**config.mk**
```make
export PLATFORM = sky130hd
export DESIGN_NAME = ksa
export DESIGN_NICKNAME = d
export VERILOG_FILES = /design/src/rtl/arc4_pkg.sv /design/src/rtl/arc4_keybyte.sv /design/src/rtl/ksa.sv
export SDC_FILE = /design/constraint.sdc
export NUM_CORES = 1
export LEC_CHECK = 0
export BUFFER_PORTS_ARGS = -buffer_cell sky130_fd_sc_hd__buf_2
export CAP_MARGIN = 0
export CORE_UTILIZATION = 40
export DETAILED_ROUTE_END_ITERATION = 8
export REMOVE_ABC_BUFFERS = 1
export SKIP_CTS_REPAIR_TIMING = 1
export SLEW_MARGIN = 20
export SYNTH_ARGS = -nofsm -noshare
export SYNTH_HDL_FRONTEND = slang
export SYNTH_SLANG_ARGS = --single-unit
```
**constraint.sdc**
```tcl
create_clock -name clk -period 6.3 [get_ports clk]
set_clock_uncertainty 0.15 [all_clocks]
set_input_delay 0.945 -clock clk [delete_from_list [all_inputs] [get_ports clk]]
set_output_delay 0.945 -clock clk [all_outputs]
set_load 0.005 [all_outputs]
```
**src/rtl/arc4_pkg.sv**
```systemverilog
// arc4_pkg: shared types and constants for the ARC4 key-scheduling stage
//   ksa_state_t : key-scheduling FSM states
//   KEY_BYTES   : key length in bytes
//   S_LAST      : last S-box index processed
package arc4_pkg;
    localparam int KEY_BYTES = 3;
    localparam logic [7:0] S_LAST = 8'hFF;
    typedef enum logic [2:0] {IDLE, RD_I, WAIT_I, RD_J, WAIT_J, WR_I, WR_J, DONE} ksa_state_t;
endpackage

```
**src/rtl/arc4_keybyte.sv**
```systemverilog
// arc4_keybyte: selects key byte (i mod 3) from the latched 24-bit key
//   key [23:0] in  : latched key, byte 0 in key[23:16]
//   sel [1:0]  in  : i mod 3
//   kb  [7:0]  out : selected key byte
module arc4_keybyte (
    input  logic [23:0] key,
    input  logic [1:0]  sel,
    output logic [7:0]  kb
);
    always_comb kb = sel == 2'd0 ? key[23:16] : sel == 2'd1 ? key[15:8] : key[7:0];
endmodule

```
**src/rtl/ksa.sv**
```systemverilog
// ksa: ARC4 key scheduling, permutes the shared 256x8 S memory in place
//   clk, rst        : clock, synchronous active-high reset
//   en / rdy        : start request / idle indicator
//   key [23:0]      : key, latched on accept
//   s_addr [7:0]    : S memory address
//   s_rddata [7:0]  : S read data, one cycle after s_addr
//   s_wrdata [7:0]  : S write data
//   s_wren          : S write enable
module ksa
    import arc4_pkg::*;
(
    input  logic        clk,
    input  logic        rst,
    input  logic        en,
    output logic        rdy,
    input  logic [23:0] key,
    output logic [7:0]  s_addr,
    input  logic [7:0]  s_rddata,
    output logic [7:0]  s_wrdata,
    output logic        s_wren
);
    ksa_state_t state;
    logic [7:0] i, j, si, sj, kb;
    logic [23:0] key_q;
    // i mod KEY_BYTES, stepped alongside i to avoid a divider
    logic [1:0] m;

    arc4_keybyte u_keybyte (.key(key_q), .sel(m), .kb(kb));

    always_ff @(posedge clk) begin
        if (rst) begin
            state <= IDLE;
            i     <= '0;
            j     <= '0;
            si    <= '0;
            sj    <= '0;
            key_q <= '0;
            m     <= '0;
        end else begin
            case (state)
                IDLE: if (en) begin
                    key_q <= key;
                    i     <= '0;
                    j     <= '0;
                    m     <= '0;
                    state <= RD_I;
                end
                RD_I: state <= WAIT_I;
                WAIT_I: begin
                    si    <= s_rddata;
                    j     <= j + s_rddata + kb;
                    state <= RD_J;
                end
                RD_J: state <= WAIT_J;
                WAIT_J: begin
                    sj    <= s_rddata;
                    state <= WR_I;
                end
                WR_I: state <= WR_J;
                WR_J: if (i == S_LAST) state <= DONE;
                else begin
                    i     <= i + 8'd1;
                    m     <= m == 2'(KEY_BYTES - 1) ? 2'd0 : m + 2'd1;
                    state <= RD_I;
                end
                DONE: state <= IDLE;
                default: state <= IDLE;
            endcase
        end
    end

    always_comb begin
        rdy      = state == IDLE;
        s_wren   = state == WR_I || state == WR_J;
        s_addr   = (state == RD_I || state == WAIT_I || state == WR_I) ? i :
                   (state == RD_J || state == WAIT_J || state == WR_J) ? j : 8'd0;
        s_wrdata = state == WR_I ? sj : state == WR_J ? si : 8'd0;
    end
endmodule

```
==> impl_metrics.tcl, run 1 <==
set metrics [dict create \
    outcome "finished, final reports clean" \
    ff_latch_area_sq_um 1220 \
    max_stage_delay_ns 0.80 \
    area_growth_pct 14.5 \
    root_buffer "clkbuf_8" \
    maximum_vdd_drop_v 0.000154 \
    synth_compound_area_share_pct 17.6 \
    synth-simple-area-share_pct 22.0 \
    maxClockFrequency_mhz 244 \
    numCtsBuffers 9 \
    synthDistinctLibCells 43 \
    slowest_stage "nor2b_1" \
    clk_path_buf_depth 2 \
    clock_latency_on_the_worst_skew_pair_ns 0.34 \
    final_nets 478 \
    post_drt_wl_per_cell_um 13.6 \
    detailroute.via_count 2745 \
    p_leak_uw 0.00136 \
    drv_cap 0 \
    fin_crit_ns 4.11 \
    parity_gate_share_of_the_synthesized_area_counting_xor_and_xnor_cells_pct 2.18 \
    vias_per_cell 5.13 \
    number_of_clock_sinks 61 \
    seqPwrFrac_pct 45.2 \
    depth_of_the_cts_h_tree 3 \
    synth.avg_cell_area_sq_um 8.14 \
    cp-end-kind "primary output" \
    internal_power_uw 691 \
    worst-endpoint-arrival_ns 3.01 \
    final_layout_size_suffix_gt1_share_pct 17.3 \
    worstPathCellList "nor2b_1, nor2b_1, o21ai_0, o21ai_0, buf_2" \
    layout_common_cells "nand2_1 (79), dfxtp_1 (61), buf_2 (52), a21oi_1 (46), nor2_1 (24)" \
    floorplan.rows 32 \
    final.setup.tns_ns 0 \
    cp.required_ns 5.20 \
    final_wirelength_um 7260 \
    final-hold-violation-count 0 \
    grt_max_degree 59 \
    synth_enable_flop_cells 0 \
    worstSetupPathType "flop to primary output" \
    tcrit_tclk_final_pct 65.2 \
    timing.hold.worst.class "flop to flop" \
    share_of_synthesized_cell_area_in_full_adder_half_adder_and_majority_cells_pct 7.73 \
    initial_utilization_pct 41.5 \
    number_of_cells_in_the_finished_layout_apart_from_fillers 535 \
    setup_viol 0 \
    comb_power_share_pct 16.3 \
    layout_commonest_cell "nand2_1" \
    clkPwrFrac_pct 38.5 \
    cp-start-kind "flop" \
    core_area_sq_um 7730 \
    timing.max_slew.rel_slack_pct 35.1 \
    power.switching_uw 261 \
    grt.overflow.total 0 \
    ys_seq_elements 61 \
    finalWeightedCongestion 0.837 \
    power.share.switching_pct 27.4 \
    postRouteAntennaNets 0 \
    post_synth_inst_count 394 \
    drt_iter0_markers 168 \
    grt_first_pass_wirelength_um 12000 \
    dominant_combinational_cell_family_by_area_after_synthesis "simple AND/OR/NAND/NOR gates" \
    tightest_slew_ns 0.973 \
    ys_async_rst_share_pct 0 \
    die-height_um 91.5 \
    dieArea_sq_um 8380 \
    route.detailed.drc 0 \
    ratio_of_total_power_to_cell_area_nw_per_um2 259 \
    count_of_yosys_warnings_during_synthesis 0 \
    synth.mux.area_fraction_pct 7.18 \
    multiInputGateArea_sq_um 1820 \
    detailedPlace.worstSlack_ns 2.66 \
    num_antenna_cells 0 \
    fill_cells 784 \
    clock_slew_at_the_register_clock_pins_of_the_worst_setup_and_hold_paths_ns 0.07 \
    dpl.hpwl_um 4930 \
    antenna_violations_before_repair 0 \
    groute.usage.overall_pct 18.5 \
    fin_total_pwr_uw 952 \
    number_of_global_route_vias_before_repair 2488 \
    portBuffers 52 \
    worstPathMaxFanout 16 \
    post_synth_instance_area_sq_um 3210 \
    finalMaxSlewViolations 0 \
    tritoncts "built" \
    io_pins 53 \
    setup_repair_after_global_routing_missed_its_margin "no" \
    firstDrtPassIters 4 \
    die_w_um 91.5 \
    whs_ns 0.304 \
    synth_ff_type "dfxtp_1" \
    numPlacedInstances 519 \
    yosysSeqAreaShare_pct 38.1 \
    fin_ws_ns 2.19 \
]
[sequential cells by signal, indices dropped and copies added (netlist names)]
signal and flops:
state 3, key_q 24, m 2, sj 8, si 8, i 8, j 8
[through the flow]
step	utilization [%]	area (sq um)
2_1_floorplan	-	3070
4_1_cts	47.5	3670
6_report	47.5	3670
3_3_place_gp	44.8	3460
5_1_grt	47.5	3670
3_5_place_dp	44.9	3470
[Yosys cell counts (2+ instances only)]
cell / count / area, sq um
o21ai_0: 20 / 100
clkbuf_1: 19 / 71.3
buf_1: 2 / 7.51
or4_1: 2 / 15.0
mux2i_1: 23 / 230
a22oi_1: 16 / 120
xnor2_1: 8 / 70.1
nor2b_1: 15 / 93.8
buf_6: 2 / 22.5
o21a_1: 2 / 15.0
dfxtp_1: 61 / 1220
nor2_1: 24 / 90.1
a21oi_1: 46 / 230
nor3_1: 5 / 25.0
nand2b_1: 3 / 18.8
nand2_1: 79 / 297
buf_2: 6 / 30.0
or2_2: 2 / 12.5
ha_1: 7 / 87.6
or3_1: 3 / 18.8
nand3_1: 10 / 50.1
nand4_1: 2 / 12.5
fa_1: 8 / 160
a31oi_1: 3 / 18.8
inv_1: 8 / 30.0
[critical path: cells and delay by family (launching register included)]
kind | cells | cell delay (ns)
buffers and inverters | 1 | 0.16
AO/OA/AOI/OAI | 2 | 0.35
AND/OR/NAND/NOR | 2 | 1.59
flip-flops | 1 | 0.56
[cell families (layout without fill, tap and decap cells)]
group           after synthesis  in the layout
flops                        61             61
simple gates                153            153
fa+ha+maj                    15             15
mux                          23             23
buf+inv                      38             77
xor+xnor                      8              8
compound gates               96             96
[worst paths after layout]
check / cells after the start / from / slack, ns / end
setup / recovery: 5 / state[0] / 2.19 / s_addr[7]
hold reg to reg: 2 / si[5] / 0.30 / si[5]
setup reg to reg: 11 / m[0] / 2.91 / j[7]
hold / removal: 2 / si[5] / 0.30 / si[5]
[power groups by stage]
stage / clock network [uW] / registers, uW / logic (uW)
after floorplan: 0 / 433 / 105
after global placement: 0 / 438 / 152
after detailed placement: 0 / 439 / 156
after CTS: 380 / 431 / 156
after global routing: 394 / 434 / 175
final: 367 / 431 / 155
[area by class of cell]
type	count	area share (%)
clock inverters	5	2.04
well taps	102	3.48
inverters	8	0.818
clock buffers	11	3.58
multi-input cells	295	49.5
repair buffers	53	7.29
flip-flops and latches	61	33.3
[layer usage]
metal  wire length [um]  track usage [%]  share of wire (%)  vias to the layer above
met5                  0                0                  0                        -
met2               3200             27.8                 44                       53
li1                   -                -                  -                     1408
met4                129             7.67                1.8                        0
met3                289             5.19                4.0                       13
met1               3640             24.8                 50                     1271
No activity file was read; power rests on OpenSTA's default activity.
==> run 2: changes to the inputs <==
clock period = 3.6 ns   (was 6.3 ns; I/O delays follow)
==> run 2 against run 1 <==
Worst setup slack lost 1.8 ns. Register-to-register slack lost 2.5 ns. Critical endpoint is now j[7]. Clock power grew 57%. Combinational power grew 85%. Power grew 69%. Cell count grew 1.1%.
==> impl_metrics.tcl, run 2 (same netlist as run 1, synthesis figures left out) <==
set metrics [dict create \
    maxClockFrequency_mhz 313 \
    worst-endpoint-arrival_ns 3.32 \
    initial_utilization_pct 41.5 \
    vias_per_cell 5.06 \
    drv_cap 0 \
    clk_path_buf_depth 2 \
    number_of_clock_sinks 61 \
    root_buffer "clkbuf_8" \
    detailroute.via_count 2736 \
    finalWeightedCongestion 0.820 \
    setup_viol 0 \
    final_nets 484 \
    ff_latch_area_sq_um 1220 \
    cp-end-kind "flop" \
    post_drt_wl_per_cell_um 13.9 \
    largest_reg_flops 24 \
    finalMaxSlewViolations 0 \
    fill_cells 798 \
    postRouteAntennaNets 0 \
    dieArea_sq_um 8380 \
    num_antenna_cells 0 \
    die_w_um 91.5 \
    timing.max_slew.rel_slack_pct 29.3 \
    firstDrtPassIters 4 \
    outcome "finished, final reports clean" \
    fin_crit_ns 3.19 \
    depth_of_the_cts_h_tree 3 \
    ratio_of_total_power_to_cell_area_nw_per_um2 436 \
    layout_commonest_cell "nand2_1" \
    stdcell_area_sq_um 3700 \
    floorplan.rows 32 \
    clock_latency_on_the_worst_skew_pair_ns 0.33 \
    portBuffers 52 \
    numCtsBuffers 9 \
    tightest_slew_ns 1.06 \
    tritoncts "built" \
    final-hold-violation-count 0 \
    worstPathMaxFanout 19 \
    die-height_um 91.5 \
    final_wirelength_um 7540 \
    layout_common_cells "nand2_1 (79), dfxtp_1 (61), buf_2 (52), a21oi_1 (46), nor2_1 (24)" \
    route.detailed.drc 0 \
    area_growth_pct 15.3 \
    grt_max_degree 59 \
    tcrit_tclk_final_pct 88.6 \
    cp.required_ns 3.73 \
    maximum_vdd_drop_v 0.000200 \
    p_leak_uw 0.00138 \
    core_area_sq_um 7730 \
    groute.usage.overall_pct 19.5 \
    final.setup.tns_ns 0 \
    setup_repair_after_global_routing_missed_its_margin "no" \
    post-route-util_pct 47.9 \
    number_of_global_route_vias_before_repair 2602 \
    drt_iter0_markers 71 \
    grt.overflow.total 0 \
    cp-start-kind "flop" \
    final_layout_size_suffix_gt1_share_pct 18.0 \
    clock_slew_at_the_register_clock_pins_of_the_worst_setup_and_hold_paths_ns 0.06 \
    fin_total_pwr_uw 1610 \
    timing.hold.worst.class "input pin to flop" \
    grt_first_pass_wirelength_um 12800 \
    dpl.hpwl_um 5180 \
    antenna_violations_before_repair 0 \
    largest_register "key_q" \
    worstSetupPathType "flop to flop" \
    dpl-instance-area_sq_um 3510 \
    multiInputGateArea_sq_um 1820 \
    io_pins 53 \
]
-- run 2: path summary, 6_finish.rpt --
check             startpoint   endpoint  slack, ns  depth (start not counted)
hold / removal       key[12]  key_q[12]       0.29                          3
setup / recovery        m[1]       j[7]       0.41                         10
hold reg to reg        si[6]      si[6]       0.31                          2
setup reg to reg        m[1]       j[7]       0.41                         10
-- run 2: metal layers --
metal / up-vias / global-route usage, % / wire [um]
met1: 1247 / 27.7 / 3800
met4: 0 / 8.99 / 112
met5: - / 0 / 0
met3: 9 / 3.10 / 243
met2: 55 / 28.8 / 3380
li1: 1425 / - / -
-- run 2: where the power goes --
group	internal, uW	switching, uW	leakage (uW)
logic	115	173	0.000791
registers	714	33.2	0.000496
clock network	327	250	0.0000970
-- run 2: final cells by class --
| cell class | count | share of cell area, % |
|---|---|---|
| repair buffers | 59 | 8.46 |
| inverters | 8 | 0.812 |
| flip-flops and latches | 61 | 33.0 |
| well taps | 102 | 3.45 |
| multi-input cells | 295 | 49.1 |
| clock buffers | 16 | 5.14 |
-- run 2: stage by stage --
step,hold WS [ns],worst slack [ns],std cells
floorplan,0.280,0.606,364
global placement,0.292,0.562,525
detailed placement,0.298,0.447,525
CTS,0.271,0.421,541
global route,0.281,0.190,541
finish,0.288,0.409,541
-- run 2: worst max-delay path: stages (launching register included) --
cell and delay, ns:
dfxtp_1 0.64, o21ai_0 0.26, fa_1 0.53, ha_1 0.17
inv_1 0.06, fa_1 0.37, nor2b_1 0.21, o31a_1 0.17
o22ai_1 0.09, or4_1 0.39, nand3_1 0.08
